File: src/rtl/mem_pkg.sv
// Shared encodings for the memory stage: write-back source select, access size
// and the controller FSM states.
package mem_pkg;

  localparam logic [1:0] WB_PC  = 2'd0;
  localparam logic [1:0] WB_ALU = 2'd1;
  localparam logic [1:0] WB_MEM = 2'd2;
  localparam logic [1:0] WB_IMM = 2'd3;

  localparam logic SZ_BYTE = 1'b0;
  localparam logic SZ_WORD = 1'b1;

  typedef enum logic {
    ST_IDLE = 1'b0,
    ST_WAIT = 1'b1
  } state_t;

endpackage

File: src/rtl/mem_stage_ctrl_if.sv
// Data-memory request/acknowledge bus between the memory stage (master) and
// the memory (slave).
interface mem_stage_ctrl_if #(
  parameter int DW = 16,
  parameter int AW = 16
);

  logic              mem_req;
  logic              mem_we;
  logic [AW-1:0]     mem_addr;
  logic [DW-1:0]     mem_wdata;
  logic [DW/8-1:0]   mem_be;
  logic [DW-1:0]     mem_rdata;
  logic              mem_ack;

  modport master (
    output mem_req, mem_we, mem_addr, mem_wdata, mem_be,
    input  mem_rdata, mem_ack
  );

  modport slave (
    input  mem_req, mem_we, mem_addr, mem_wdata, mem_be,
    output mem_rdata, mem_ack
  );

endinterface

File: src/rtl/mem_load_align.sv
// Picks one byte lane out of a read word and sign- or zero-extends it to the
// full datapath width.
module mem_load_align
  import mem_pkg::*;
#(
  parameter int DW = 16
) (
  input  logic [DW-1:0]             rdata,
  input  logic [$clog2(DW/8)-1:0]   lane,
  input  logic                      is_signed,
  output logic [DW-1:0]             ld_val
);

  logic [7:0] byte_sel;

  always_comb begin
    byte_sel = rdata[{lane, 3'b000} +: 8];
    ld_val   = is_signed ? {{(DW-8){byte_sel[7]}}, byte_sel}
                         : {{(DW-8){1'b0}}, byte_sel};
  end

endmodule

File: src/rtl/mem_stage_ctrl.sv
// Pipeline memory stage: issues one request per load/store, stalls upstream
// while it is outstanding, steers store lanes and formats the write-back value.
module mem_stage_ctrl
  import mem_pkg::*;
#(
  parameter int DW      = 16,
  parameter int AW      = 16,
  parameter int TIMEOUT = 15
) (
  input  logic                 clk,
  input  logic                 reset,
  input  logic                 in_valid,
  input  logic [DW-1:0]        alu_result,
  input  logic [DW-1:0]        store_data,
  input  logic [DW-1:0]        immediate,
  input  logic [DW-1:0]        pc,
  input  logic                 mem_rd,
  input  logic                 mem_wr,
  input  logic                 size,
  input  logic                 load_signed,
  input  logic                 st_src,
  input  logic [1:0]           wb_sel,
  mem_stage_ctrl_if.master     mem,
  output logic                 stall,
  output logic                 wb_valid,
  output logic [DW-1:0]        wb_data,
  output logic                 wb_err
);

  localparam int BW = DW / 8;
  localparam int LW = $clog2(BW);
  localparam int CW = $clog2(TIMEOUT + 1);

  state_t            state_q, state_d;
  logic [CW-1:0]     cnt_q, cnt_d;
  logic              mem_req_q, mem_req_d, mem_we_q, mem_we_d;
  logic [AW-1:0]     mem_addr_q, mem_addr_d;
  logic [DW-1:0]     mem_wdata_q, mem_wdata_d;
  logic [BW-1:0]     mem_be_q, mem_be_d;
  logic              wb_valid_q, wb_valid_d, wb_err_q, wb_err_d;
  logic [DW-1:0]     wb_data_q, wb_data_d;

  // Instruction fields captured at acceptance for use when the ack returns.
  logic [1:0]        op_wb_sel_q, op_wb_sel_d;
  logic              op_size_q, op_size_d, op_signed_q, op_signed_d, op_rd_q, op_rd_d;
  logic [LW-1:0]     op_lane_q, op_lane_d;
  logic [DW-1:0]     op_pc_q, op_pc_d, op_alu_q, op_alu_d, op_imm_q, op_imm_d;

  logic              mem_op, aligned, accept;
  logic [LW-1:0]     in_lane;
  logic [DW-1:0]     src, byte_ext, ld_val;

  function automatic logic [DW-1:0] wb_pick(input logic [1:0] sel, input logic [DW-1:0] p,
                                            input logic [DW-1:0] a, input logic [DW-1:0] l,
                                            input logic [DW-1:0] i);
    case (sel)
      WB_PC:   return p;
      WB_ALU:  return a;
      WB_MEM:  return l;
      default: return i;
    endcase
  endfunction

  mem_load_align #(.DW(DW)) u_load_align (
    .rdata     (mem.mem_rdata),
    .lane      (op_lane_q),
    .is_signed (op_signed_q),
    .ld_val    (byte_ext)
  );

  assign mem_op  = mem_rd | mem_wr;
  assign in_lane = alu_result[LW-1:0];
  assign aligned = (size == SZ_BYTE) || (in_lane == '0);
  assign accept  = (state_q == ST_IDLE) && in_valid && mem_op && aligned;
  assign stall   = (state_q == ST_WAIT) || accept;
  assign src     = st_src ? store_data : immediate;
  assign ld_val  = !op_rd_q ? '0 : ((op_size_q == SZ_WORD) ? mem.mem_rdata : byte_ext);

  always_comb begin
    state_d     = state_q;
    cnt_d       = cnt_q;
    mem_req_d   = mem_req_q;
    mem_we_d    = mem_we_q;
    mem_addr_d  = mem_addr_q;
    mem_wdata_d = mem_wdata_q;
    mem_be_d    = mem_be_q;
    wb_valid_d  = 1'b0;
    wb_err_d    = 1'b0;
    wb_data_d   = wb_data_q;
    op_wb_sel_d = op_wb_sel_q;
    op_size_d   = op_size_q;
    op_signed_d = op_signed_q;
    op_rd_d     = op_rd_q;
    op_lane_d   = op_lane_q;
    op_pc_d     = op_pc_q;
    op_alu_d    = op_alu_q;
    op_imm_d    = op_imm_q;
    case (state_q)
      ST_IDLE: begin
        if (in_valid && !mem_op) begin
          wb_valid_d = 1'b1;
          wb_data_d  = wb_pick(wb_sel, pc, alu_result, '0, immediate);
        end else if (in_valid && !aligned) begin
          wb_valid_d = 1'b1;
          wb_err_d   = 1'b1;
          wb_data_d  = '0;
        end else if (accept) begin
          state_d     = ST_WAIT;
          cnt_d       = '0;
          mem_req_d   = 1'b1;
          mem_we_d    = mem_wr;
          mem_addr_d  = AW'(alu_result);
          mem_be_d    = '1;
          mem_wdata_d = '0;
          if (mem_wr) begin
            mem_wdata_d = (size == SZ_WORD) ? src : {BW{src[7:0]}};
            if (size == SZ_BYTE) mem_be_d = BW'(1) << in_lane;
          end
          op_wb_sel_d = wb_sel;
          op_size_d   = size;
          op_signed_d = load_signed;
          op_rd_d     = mem_rd;
          op_lane_d   = in_lane;
          op_pc_d     = pc;
          op_alu_d    = alu_result;
          op_imm_d    = immediate;
        end
      end
      ST_WAIT: begin
        cnt_d = cnt_q + CW'(1);
        // An ack in the final allowed cycle still completes normally.
        if (mem.mem_ack) begin
          state_d    = ST_IDLE;
          cnt_d      = '0;
          mem_req_d  = 1'b0;
          mem_we_d   = 1'b0;
          wb_valid_d = 1'b1;
          wb_data_d  = wb_pick(op_wb_sel_q, op_pc_q, op_alu_q, ld_val, op_imm_q);
        end else if (cnt_q == CW'(TIMEOUT - 1)) begin
          state_d    = ST_IDLE;
          cnt_d      = '0;
          mem_req_d  = 1'b0;
          mem_we_d   = 1'b0;
          wb_valid_d = 1'b1;
          wb_err_d   = 1'b1;
          wb_data_d  = '0;
        end
      end
      default: state_d = ST_IDLE;
    endcase
  end

  always_ff @(posedge clk or posedge reset) begin
    if (reset) begin
      state_q     <= ST_IDLE;
      cnt_q       <= '0;
      mem_req_q   <= 1'b0;
      mem_we_q    <= 1'b0;
      mem_addr_q  <= '0;
      mem_wdata_q <= '0;
      mem_be_q    <= '0;
      wb_valid_q  <= 1'b0;
      wb_err_q    <= 1'b0;
      wb_data_q   <= '0;
    end else begin
      state_q     <= state_d;
      cnt_q       <= cnt_d;
      mem_req_q   <= mem_req_d;
      mem_we_q    <= mem_we_d;
      mem_addr_q  <= mem_addr_d;
      mem_wdata_q <= mem_wdata_d;
      mem_be_q    <= mem_be_d;
      wb_valid_q  <= wb_valid_d;
      wb_err_q    <= wb_err_d;
      wb_data_q   <= wb_data_d;
    end
  end

  always_ff @(posedge clk) begin
    op_wb_sel_q <= op_wb_sel_d;
    op_size_q   <= op_size_d;
    op_signed_q <= op_signed_d;
    op_rd_q     <= op_rd_d;
    op_lane_q   <= op_lane_d;
    op_pc_q     <= op_pc_d;
    op_alu_q    <= op_alu_d;
    op_imm_q    <= op_imm_d;
  end

  assign mem.mem_req   = mem_req_q;
  assign mem.mem_we    = mem_we_q;
  assign mem.mem_addr  = mem_addr_q;
  assign mem.mem_wdata = mem_wdata_q;
  assign mem.mem_be    = mem_be_q;
  assign wb_valid      = wb_valid_q;
  assign wb_data       = wb_data_q;
  assign wb_err        = wb_err_q;

endmodule

File: src/flat_wrapper.sv
// flat-port wrapper written by rule: the top's interface ports become plain ports
module mem_stage_ctrl_flat import mem_pkg::*;
#(
  parameter int DW      = 16,
  parameter int AW      = 16,
  parameter int TIMEOUT = 15
)
  (clk, reset, in_valid, alu_result, store_data, immediate, pc, mem_rd, mem_wr, size, load_signed, st_src, wb_sel, stall, wb_valid, wb_data, wb_err, mem_mem_req, mem_mem_we, mem_mem_addr, mem_mem_wdata, mem_mem_be, mem_mem_rdata, mem_mem_ack);
  mem_stage_ctrl_if #(.DW(DW), .AW(AW)) mem_i ();
  input  logic clk;
  input  logic reset;
  input  logic in_valid;
  input  logic [DW-1:0] alu_result;
  input  logic [DW-1:0] store_data;
  input  logic [DW-1:0] immediate;
  input  logic [DW-1:0] pc;
  input  logic mem_rd;
  input  logic mem_wr;
  input  logic size;
  input  logic load_signed;
  input  logic st_src;
  input  logic [1:0] wb_sel;
  output logic stall;
  output logic wb_valid;
  output logic [DW-1:0] wb_data;
  output logic wb_err;
  output wire logic [$bits(mem_i.mem_req)-1:0] mem_mem_req;
  output wire logic [$bits(mem_i.mem_we)-1:0] mem_mem_we;
  output wire logic [$bits(mem_i.mem_addr)-1:0] mem_mem_addr;
  output wire logic [$bits(mem_i.mem_wdata)-1:0] mem_mem_wdata;
  output wire logic [$bits(mem_i.mem_be)-1:0] mem_mem_be;
  input wire logic [$bits(mem_i.mem_rdata)-1:0] mem_mem_rdata;
  input wire logic [$bits(mem_i.mem_ack)-1:0] mem_mem_ack;
  assign mem_mem_req = mem_i.mem_req;
  assign mem_mem_we = mem_i.mem_we;
  assign mem_mem_addr = mem_i.mem_addr;
  assign mem_mem_wdata = mem_i.mem_wdata;
  assign mem_mem_be = mem_i.mem_be;
  assign mem_i.mem_rdata = mem_mem_rdata;
  assign mem_i.mem_ack = mem_mem_ack;
  mem_stage_ctrl #(.DW(DW), .AW(AW), .TIMEOUT(TIMEOUT)) u_core (.clk(clk), .reset(reset), .in_valid(in_valid), .alu_result(alu_result), .store_data(store_data), .immediate(immediate), .pc(pc), .mem_rd(mem_rd), .mem_wr(mem_wr), .size(size), .load_signed(load_signed), .st_src(st_src), .wb_sel(wb_sel), .mem(mem_i), .stall(stall), .wb_valid(wb_valid), .wb_data(wb_data), .wb_err(wb_err));
endmodule
File: config.mk
export PLATFORM = sky130hd
export DESIGN_NAME = mem_stage_ctrl_flat
export DESIGN_NICKNAME = d
export VERILOG_FILES = /design/src/rtl/mem_pkg.sv /design/src/rtl/mem_stage_ctrl_if.sv /design/src/rtl/mem_load_align.sv /design/src/rtl/mem_stage_ctrl.sv /design/src/flat_wrapper.sv
export SDC_FILE = /design/constraint.sdc
export NUM_CORES = 1
export LEC_CHECK = 0
export ABC_CLOCK_PERIOD_IN_PS = 2450
export CORE_MARGIN = 3
export CORE_UTILIZATION = 48
export DETAILED_ROUTE_END_ITERATION = 7
export PLACE_DENSITY = 0.8
export SLEW_MARGIN = 20
export SYNTH_ARGS = -nofsm -noshare
export SYNTH_HDL_FRONTEND = slang
export SYNTH_SLANG_ARGS = --single-unit
File: constraint.sdc
create_clock -name clk -period 2.45 [get_ports clk]
set_input_delay 0.3675 -clock clk [delete_from_list [all_inputs] [get_ports clk]]
set_output_delay 0.3675 -clock clk [all_outputs]
set_load 0.05 [all_outputs]
After elaboration in Yosys (flattened, before gate mapping)
Index checks and enable logic that the tools add are counted.
- add/sub/neg operators: 1
- eq/ne operators: 10
- bitwise logic cells: 6
- shifts and indexed selects: 2
- multiplexer cells: 45
- reduce and logical (&&, ||, !) cells: 15
- operators with widths (kind ; number):
    $mux 16 ; 10
    $pmux 16 s3 ; 2
    $pmux 16 s2 ; 1
    $mux 4 ; 5
    $mux 1 ; 19
    $shiftx 16x5->8 ; 1
    $pmux 1 s2 ; 5
    $pmux 4 s2 ; 1
    $reduce_and 4->1 ; 2
    $ne 3x3->1 const B ; 2
    $logic_and 1x1->1 ; 5
    $not 1->1 ; 5
    $add 4x1->4 const B ; 1
    $eq 2x1->1 const B ; 2
    $eq 2x2->1 const B ; 2
    $eq 4x4->1 const B ; 1
    $logic_not 2->1 ; 2
    $mux 2 ; 2
    $ne 2x2->1 const B ; 2
    $reduce_and 3->1 ; 1
    $logic_not 1->1 ; 2
    $logic_or 1x1->1 ; 2
    $ne 2x1->1 const B ; 1
    $reduce_and 2->1 ; 1
    other kinds (2) ; 2
- input port bits: 91
- flip-flop bits (word level): 113
- word-level logic and storage cells: 97

Longest topological paths before layout
- word-level depth: 8
- depth in mapped cells: 7
- depth with buffers taken out: 6

Cells and area by module
From an unflattened synthesis, not the netlist that was laid out.
- cell total of the unflattened synthesis: 480
- area total of the unflattened synthesis: 5484.0 sq um
- by module, submodules not included (module ; area each (sq um) ; cells each ; instances):
    mem_stage_ctrl ; 5317.6 ; 463 ; 1
    mem_load_align ; 166.4 ; 17 ; 1

Worst setup path before layout
OpenSTA, ideal clock, no wires.
- kind: reg-to-reg
- from: register u_core.state_q
- to: register u_core.op_alu_q[0] (enable)
- path slack: 0.582 ns
- required time: 2.096 ns
- data arrival time: 1.514 ns
- stages on the path, launching flop included: 6
- clock period less this slack: 1.868 ns
- cell sequence: dfrtp_1 nand2b_1 or3_1 buf_2 clkinv_4 buf_6
- cells in the longest elaborated chain, start to end: 5
- ends and longest elaborated chain (what ; RTL line ; RTL):
    from (decl) ; mem_stage_ctrl.sv:34 ; state_t state_q, state_d;
    from (signal assigned) ; mem_stage_ctrl.sv:166 ; state_q <= state_d;
    $not 1->1 (no source line) (*) ; -- ;
    $logic_and 1x1->1 (3 in series) ; mem_stage_ctrl.sv:74 ; assign accept = (state_q == ST_IDLE) && in_valid && mem_op && aligned;
    $reduce_and 4->1 (no source line) (*) ; -- ;
    to (signal assigned) ; mem_stage_ctrl.sv:186 ; op_alu_q <= op_alu_d;
    to (decl) ; mem_stage_ctrl.sv:47 ; logic [DW-1:0] op_pc_q, op_pc_d, op_alu_q, op_alu_d, op_imm_q, op_imm_d;
Mark *: on every way between the ends. The rest lies on a longest branch, timed or not.
A chain may end at the register's enable or synchronous reset.

Final worst setup path
- from: register u_core.op_wb_sel_q[1]
- to: register u_core.wb_data_q[11], in the netlist u_core.wb_data[11]
- cells in the longest elaborated chain, start to end: 4
- ends and longest elaborated chain (what ; RTL line ; RTL):
    from (decl) ; mem_stage_ctrl.sv:44 ; logic [1:0] op_wb_sel_q, op_wb_sel_d;
    from (signal assigned) ; mem_stage_ctrl.sv:180 ; op_wb_sel_q <= op_wb_sel_d;
    $eq 2x2->1, or another cell as far along ; mem_stage_ctrl.sv:56 ; case (sel)
    $pmux 16 s3 (*) ; mem_stage_ctrl.sv:56 ;
    $mux 16 (*) ; mem_stage_ctrl.sv:132 ; if (mem.mem_ack) begin
    $pmux 16 s2 (*) ; mem_stage_ctrl.sv:98 ; case (state_q)
    to (signal assigned) ; mem_stage_ctrl.sv:175 ; wb_data_q <= wb_data_d;
    to (decl) ; mem_stage_ctrl.sv:41 ; logic [DW-1:0] wb_data_q, wb_data_d;
Marked as above.

==> results.ini <==
[drt]
vias=4450
first_pass_iters=7
drc=0
wl_per_cell_microns=21.1
ant_nets=0
drt_iter0_drc=334
drt_wl_total_microns=15700
viasPerCell=5.97

[synth]
syn_area_sq_mm=0.00524
synth-edff-count=53
syn_avg_cell_area_sq_um=11.4
syn_inst=458
synthDistinctLibCells=48
synth_top_area_share_pct=30.4
synth.area.top_cells=edfxtp_1 30%, dfrtp_1 28%, nand2_1 6.7%
yosysWarnings=0
async_flop_share_pct=52.7
synth-seq-cells=112
synth_flop_cell=dfrtp_1
seq_area_frac_synth_pct=58.6
syn_nets=551
synth_top_area_cell=edfxtp_1

[outcome]
status=finished clean

[placement]
place.gp.congestion=0.877
dp_hpwl_microns=11500
io_buffers=145

[worst_setup_path]
crit_required_ps=2740
path_max_fanout=16
arrival_ps=2350
startpoint_type=register
worst-setup-path-type=register to register
endpoint_kind=register

[finish]
diodes=0
fin_nets=698
area_growth_pct=35.2
fillerInstances=818
drive_above_1_share_pct=10.5

[global_routing]
grt_max_degree=60
grt_pass1_wl_microns=24800
overflow=0
antenna_found_initial=0
first_global_vias=4515
grtUsageTotal_pct=25.9

[floorplan]
dieHeight_microns=110
row_count=37
coreArea_sq_mm=0.0105
dieArea_sq_mm=0.0122
ios=146
initial_core_util_pct=50.1
die_x_microns=110

[clock_network]
cts_hold_buf=0
cts_resized=0
clock_tree.root_cell=clkbuf_8
clock_sinks=112
clk_latency_ps=360
cts.reportedPaths.clkPinSlew_ps=110
h-tree-depth=3
postCtsSetupBuffers=0
cts-buffers-inserted=9
cts_tree=yes
cts.path.max_buffers=2

[power]
p_per_area_mw_per_mm2=755
power_leakage_nw=2.83
peakVddDrop_mv=0.470

[timing]
hold_viol=0
rsz0062_at_grt=no
final_max_slew_viol_count=0
hold-worst-slack_ps=366
fin_crit_ps=2060
worst_slew_pin_slew_ps=688
final.setup_skew_ps=16.3
finalCritPeriodShare_pct=84.0
slew-limit-headroom_pct=54.1
fmax_ghz=0.486
tns_ps=0
setup_violations=0

[run]
drv_cap=0

[worst_hold_path]
worst_hold_path_type=input port to async pin

## stage by stage
| step | cell area (sq um) | setup WS [ps] | instances | utilization, % | total power, W |
|---|---|---|---|---|---|
| 2_1_floorplan | 5240 | 582 | 458 | - | 0.00354 |
| 3_3_place_gp | 6900 | 375 | 730 | 65.9 | 0.00430 |
| 3_5_place_dp | 6900 | 339 | 730 | 65.9 | 0.00434 |
| 4_1_cts | 7080 | 393 | 746 | 67.7 | 0.00535 |
| 5_1_grt | 7080 | 281 | 746 | 67.7 | 0.00556 |
| 6_report | 7080 | 392 | 746 | 67.7 | 0.00535 |
## cell usage in the layout, fill, tap and decap left out, types with 5 or more instances in the layout
cell,n
o21ai_0,39
a221oi_1,8
o21ai_1,16
o2bb2ai_1,9
mux2_2,17
a22oi_1,8
a211oi_1,7
edfxtp_1,53
dfrtp_1,59
buf_12,5
a21oi_1,8
inv_1,5
clkbuf_8,10
buf_4,16
o21a_1,16
nand2_1,93
nand3_1,12
mux2i_1,24
nor2_1,7
clkdlybuf4s50_1,144
a221o_1,8
a2111oi_0,6
## final cells by class
class	instances	area, sq um	area share (%)
Sequential cell	112	3070	43.3
Inverter	7	31.3	0.442
Timing Repair Buffer	165	1660	23.5
Tap cell	136	170	2.40
Multi-Input combinational cell	310	1970	27.8
Clock inverter	5	41.3	0.583
Clock buffer	11	141	2.00
## report_power, final
| part | switching (W) | internal (W) |
|---|---|---|
| logic | 0.00121 | 0.000698 |
| registers | 0.000163 | 0.00224 |
| clock network | 0.000629 | 0.000411 |
| total | 0.00200 | 0.00334 |
## worst max-delay path, stage by stage (launching register included)
cell	delay, ps
edfxtp_1	620
nor2_2	640
a2111oi_0	230
a211oi_1	340
a221o_1	170
## flip-flops by register name, summed over array words and instances, names as in the netlist
| register | count |
|---|---|
| u_core.op_imm_q | 16 |
| u_core.mem.mem_addr | 16 |
| u_core.op_rd_q | 1 |
| u_core.op_alu_q | 16 |
| u_core.mem.mem_be | 2 |
| u_core.wb_data | 16 |
| u_core.wb_err | 1 |
| u_core.cnt_q | 4 |
| u_core.op_signed_q | 1 |
| u_core.state_q | 1 |
| u_core.op_pc_q | 16 |
| u_core.mem.mem_req | 1 |
| u_core.op_wb_sel_q | 2 |
| u_core.mem.mem_wdata | 16 |
| u_core.mem.mem_we | 1 |
| u_core.op_size_q | 1 |
| u_core.wb_valid | 1 |
## routing by layer
| layer | share of wire, % | up-vias | GRT usage [%] |
|---|---|---|---|
| met3 | 8.3 | 37 | 4.16 |
| met4 | 2.7 | 0 | 9.69 |
| met5 | 0 | - | 0 |
| met1 | 41 | 2166 | 35.5 |
| li1 | - | 1987 | - |
| met2 | 48 | 260 | 41.6 |
## kinds of logic (layout without fill, tap and decap cells)
group,after synthesis,after routing,share of synthesized area [%]
AO/OA/AOI/OAI,137,137,18.1
adder cells (fa/ha/maj),2,2,0.478
buffers and inverters,36,188,3.89
flip-flops,112,112,58.6
multiplexers,41,41,8.24
AND/OR/NAND/NOR,130,130,10.8
## cells in the mapped netlist (2+ instances only)
cell type	instances
nand2_1	93
dfrtp_1	59
edfxtp_1	53
o21ai_0	39
mux2i_1	24
buf_2	18
mux2_2	17
o21a_1	16
o21ai_1	16
nand3_1	12
o2bb2ai_1	9
a21oi_1	8
a221o_1	8
a221oi_1	8
a22oi_1	8
a211oi_1	7
nor2_1	7
a2111oi_0	6
inv_1	6
buf_6	5
clkbuf_1	5
a21o_1	3
nand2b_1	3
and2_1	2
ha_1	2
nor3_1	2
## final timing paths
| check | cells after the start | start | end | slack [ps] |
|---|---|---|---|---|
| setup / recovery | 4 | u_core.op_wb_sel_q[1] | u_core.wb_data[11] | 390 |
| hold / removal | 3 | reset | u_core.mem.mem_wdata[5] | 370 |
| setup reg to reg | 4 | u_core.op_wb_sel_q[1] | u_core.wb_data[11] | 390 |
| hold reg to reg | 2 | u_core.mem.mem_wdata[5] | u_core.mem.mem_wdata[5] | 480 |
| max in group asynchronous | 3 | reset | u_core.cnt_q[3] | 1790 |
| min in group clk | 2 | u_core.mem.mem_wdata[5] | u_core.mem.mem_wdata[5] | 480 |
Note: power is estimated with default switching activity, not from simulation.
